**src/rtl/window_gen_3x3.sv**
```systemverilog
// Streaming 3x3 sliding-window generator.
// Pixels arrive one per accepted cycle in row-major raster order. Two
// IMG_WIDTH-deep line buffers supply the pixels one and two rows above the
// incoming pixel, and these feed the right-hand column of a 3x3 window
// register. A window is flagged valid only when it lies wholly inside the
// frame (row >= 2 and col >= 2 of the pixel just accepted).
module window_gen_3x3 #(
    parameter int DATA_WIDTH = 16,
    parameter int IMG_WIDTH  = 28,
    parameter int IMG_HEIGHT = 28
) (
    input  logic                            clk,
    input  logic                            reset,
    input  logic [DATA_WIDTH-1:0]           Data_In,
    input  logic                            Valid_In,
    output logic [9*DATA_WIDTH-1:0]         Window_Out,
    output logic                            Valid_Out,
    output logic                            Frame_Done,
    output logic [$clog2(IMG_WIDTH)-1:0]    Col_Idx,
    output logic [$clog2(IMG_HEIGHT)-1:0]   Row_Idx
);

    localparam int CW = $clog2(IMG_WIDTH);
    localparam int RW = $clog2(IMG_HEIGHT);

    localparam logic [CW-1:0] COL_LAST = CW'(IMG_WIDTH - 1);
    localparam logic [RW-1:0] ROW_LAST = RW'(IMG_HEIGHT - 1);

    logic [CW-1:0]         r_col;
    logic [RW-1:0]         r_row;
    logic [DATA_WIDTH-1:0] r_lb1 [IMG_WIDTH];
    logic [DATA_WIDTH-1:0] r_lb2 [IMG_WIDTH];
    logic [DATA_WIDTH-1:0] r_win [9];
    logic                  r_valid;
    logic                  r_frame_done;

    logic w_col_last;
    logic w_row_last;
    logic w_in_window;

    // Position decode of the pixel being accepted (pre-increment counters)
    always_comb begin
        w_col_last  = (r_col == COL_LAST);
        w_row_last  = (r_row == ROW_LAST);
        w_in_window = (r_row >= RW'(2)) && (r_col >= CW'(2));
    end

    // Raster position counters; wrap at end of row and end of frame
    always_ff @(posedge clk) begin
        if (!reset) begin
            r_col <= '0;
            r_row <= '0;
        end else if (Valid_In) begin
            if (w_col_last) begin
                r_col <= '0;
                r_row <= w_row_last ? '0 : r_row + RW'(1);
            end else begin
                r_col <= r_col + CW'(1);
            end
        end
    end

    // Line buffers: LB1 tail is one row above, LB2 tail is two rows above
    always_ff @(posedge clk) begin
        if (!reset) begin
            for (int i = 0; i < IMG_WIDTH; i++) begin
                r_lb1[i] <= '0;
                r_lb2[i] <= '0;
            end
        end else if (Valid_In) begin
            r_lb1[0] <= Data_In;
            r_lb2[0] <= r_lb1[IMG_WIDTH-1];
            for (int i = 1; i < IMG_WIDTH; i++) begin
                r_lb1[i] <= r_lb1[i-1];
                r_lb2[i] <= r_lb2[i-1];
            end
        end
    end

    // Window register: shift columns left, load new right column from buffers
    always_ff @(posedge clk) begin
        if (!reset) begin
            for (int k = 0; k < 9; k++) begin
                r_win[k] <= '0;
            end
        end else if (Valid_In) begin
            for (int r = 0; r < 3; r++) begin
                r_win[r*3]     <= r_win[r*3 + 1];
                r_win[r*3 + 1] <= r_win[r*3 + 2];
            end
            r_win[2] <= r_lb2[IMG_WIDTH-1];
            r_win[5] <= r_lb1[IMG_WIDTH-1];
            r_win[8] <= Data_In;
        end
    end

    // Valid and end-of-frame flags; idle cycles clear both
    always_ff @(posedge clk) begin
        if (!reset) begin
            r_valid      <= 1'b0;
            r_frame_done <= 1'b0;
        end else begin
            r_valid      <= Valid_In && w_in_window;
            r_frame_done <= Valid_In && w_col_last && w_row_last;
        end
    end

    // Pack window elements, k = r*3 + c, element 0 at the LSBs
    always_comb begin
        Window_Out = '0;
        for (int k = 0; k < 9; k++) begin
            Window_Out[k*DATA_WIDTH +: DATA_WIDTH] = r_win[k];
        end
    end

    assign Valid_Out  = r_valid;
    assign Frame_Done = r_frame_done;
    assign Col_Idx    = r_col;
    assign Row_Idx    = r_row;

endmodule

```
**config.mk**
```make
export PLATFORM = sky130hd
export DESIGN_NAME = window_gen_3x3
export DESIGN_NICKNAME = d
export VERILOG_FILES = /design/src/rtl/window_gen_3x3.sv
export SDC_FILE = /design/constraint.sdc
export NUM_CORES = 1
export LEC_CHECK = 0
export CORE_MARGIN = 3
export CORE_UTILIZATION = 46
export CTS_CLUSTER_SIZE = 16
export DETAILED_ROUTE_END_ITERATION = 10
export GPL_TIMING_DRIVEN = 0
export PLACE_DENSITY = 0.66
export REMOVE_ABC_BUFFERS = 1
export SLEW_MARGIN = 20
export SYNTH_ARGS = -nofsm -noshare
export SYNTH_HDL_FRONTEND = slang
export SYNTH_SLANG_ARGS = --single-unit
```
**constraint.sdc**
```tcl
create_clock -name clk -period 27.7 [get_ports clk]
set_input_delay 5.54 -clock clk [delete_from_list [all_inputs] [get_ports clk]]
set_output_delay 5.54 -clock clk [all_outputs]
set_load 0.005 [all_outputs]
```
==> results.toml <==
[run_status]
status = "finished, final reports clean"

[hold_path]
hp-class = "reg -> reg"
min_from = "r_lb2[2][96]"
hold_path_end = "r_lb2[2][112]"
min_delay_path_depth = 1

[route]
routed_wirelength_mm = 51.1
vias_per_cell = 5.09
wl_per_cell_um = 15.1
route.detailed.drc = 0
postRouteAntennaNets = 0
vias = 17200
dr.first_iter.drc_count = 1291
drtPass1Iterations = 5

[yosys]
yosysTopAreaCell = "edfxtp_1"
synth-edff-count = 944
synthesis.area_um2 = 36400
yosysUniqueCellTypes = 32
synth_seq_cells = 956
synth_top_area_share_pct = 78.0
synthArstFlopShare_pct = 0
synth_top_flop_cell = "edfxtp_1"
yosysWarningCount = 0
synth_cells = 2229
yosysSeqAreaShare_pct = 78.6
synth.area.top_cells = "edfxtp_1, and3_1, and2_1"
syn_area_per_cell_um2 = 16.3

[final_layout]
nets = 2281
diodes = 0
areaGrowthSynthToFinish_pct = 15.4
mostFrequentLayoutCells = "edfxtp_1, and3_1, and2_1"
final_common_cell = "edfxtp_1"
num-fill-cells = 6229
drive_above_1_share_pct = 7.91
final_area_um2 = 42000
fin_cells = 3380
fin_util_pct = 53.9

[worst_setup_path]
r2r_cells = 4
path_delay_family = "buffers and inverters"
r2r-start = "Col_Idx[0]"
crit_type = "in -> reg"
path_max_fanout = 179
cp_common_cell = "buf_16"
startpoint_type = "input port"
crit_buf_inv = 9
cp-end-kind = "flop"
reg2reg_to = "Row_Idx[4]"
cp_data_arrival_time_ns = 8.73
reg2reg_slack_ns = 26.14
crit_path_top_delay_cell = "buf_16"
max_stage_delay_ns = 0.42
path_cells = "buf_8, buf_16, buf_16, buf_16, nand2b_4, buf_12, buf_16, buf_16, buf_16, buf_12"
cp.required_ns = 28.07

[clock_network]
cts_tree = "yes"
post_cts_buffers = 0
worstSkewPairLatency_ns = 0.63
hold_buffers = 0
cts_resized = 0
clk_pin_slew_ns = 0.06
cts_max_path_buffers = 3
root_buffer = "clkbuf_16"
numCtsBuffers = 98
cts_max_level = 3
cts.sinks = 956

[timing]
final_max_slew_viol_count = 0
relSlewSlack_pct = 58.3
hold_viol = 0
period_share_pct = 30.2
rsz0062_at_grt = "no"
setup_slack_ns = 19.34
setup_viol = 0
tightest_slew_ns = 0.625
max_freq_mhz = 120
min_period_ns = 8.36
skew_ns = 0.0168

[global_route]
grt_use_total_pct = 12.4
grt_start_max_net_pins = 193
grt_pass1_wl_mm = 87.0
grt_pass1_vias = 17100
globalRoute.totalOverflow = 0
antenna_found_initial = 0

[run]
cap_violations = 0

[die]
coreArea_um2 = 77800
rows = 102
pin_count = 175
start_util_pct = 46.7
die_h_um = 287
die_area_um2 = 82400
chipWidth_um = 287

[place]
numPortBuffers = 174
place_area_um2 = 38600
dp_slack_ns = 18.53
place_congestion = 0.733
dp_cells = 3198
hpwl_mm = 24.4

[pwr]
fin_total_pwr_mw = 3.19
peakVddDrop_v = 0.0000479
power.leakage_nw = 17.8
powerDensity_nw_per_um2 = 75.9
[kinds of logic after synthesis]
family	share of synthesized area (%)
xor gates and xnor gates	0.0241
and+or+nand+nor	16.8
DFF	78.6
buffers and inverters	4.16
AOI/OAI and AO/OA	0.220
adders and majority gates	0.138
muxes	0.0275
[worst register-to-register path, stage by stage (launching register included)]
cell and delay [ns]:
dfxtp_1 0.43, ha_1 0.26, nand3_1 0.20, o311ai_1 0.40
o41ai_1 0.14
[per-stage QoR]
| step | TNS [ns] | hold WS [ns] |
|---|---|---|
| floorplan | -1679.79 | 0.502 |
| global placement | - | 0.505 |
| detailed placement | 0 | 0.510 |
| CTS | 0 | 0.507 |
| global route | 0 | 0.518 |
| finish | 0 | 0.512 |
[Yosys cell counts, types with 3 or more instances]
cell,number
a21oi_1,4
and2_1,320
and3_1,625
buf_2,54
buf_4,100
clkbuf_1,96
clkbuf_2,21
dfxtp_1,12
edfxtp_1,944
ha_1,4
inv_1,4
nand2_1,8
nand2b_1,4
nand3_1,5
nand4b_1,3
nor2_1,3
[state kept, by name, summed over array words and instances, names as in the netlist]
register    cells
r_lb2         400
Col_Idx         5
Valid_Out       1
r_lb1         401
Frame_Done      1
Row_Idx         5
r_win         143
[worst max-delay path by stage]
stage | slack (ns) | cells past startpoint | endpoint | from
finish | 19.34 | 10 | r_win[0][9] | reset
global route | 18.91 | 10 | r_lb2[1][114] | reset
CTS | 19.22 | 10 | r_lb2[2][2] | reset
detailed placement | 18.53 | 10 | r_win[0][18] | reset
global placement | -99.28 | 2 | r_lb2[3][51] | reset
floorplan | -1.78 | 1 | r_lb1[0][100] | Valid_In
[layer usage]
layer,global-route usage (%),vias up,wire length (um)
met5,0,-,0
met3,3.11,100,2460
met4,4.25,0,1290
met2,18.2,310,22800
li1,-,8236,-
met1,18.0,8566,24500
[layout make-up]
cell class / instances / area [um2] / share of cell area (%)
sequential: 956 / 28600 / 68.1
multi-input combinational: 997 / 6260 / 14.9
clock buffer: 121 / 2680 / 6.37
timing repair buffer: 201 / 2460 / 5.87
tap: 1040 / 1300 / 3.10
clock inverter: 61 / 657 / 1.57
inverter: 4 / 15.0 / 0.0358
[power breakdown]
group          switching (mW)  internal [mW]  leakage [nW]
Clock                   0.539          0.800          1.63
Combinational          0.0720         0.0602          5.67
Sequential             0.0236           1.69          10.5
No activity file was read; power rests on OpenSTA's default activity.
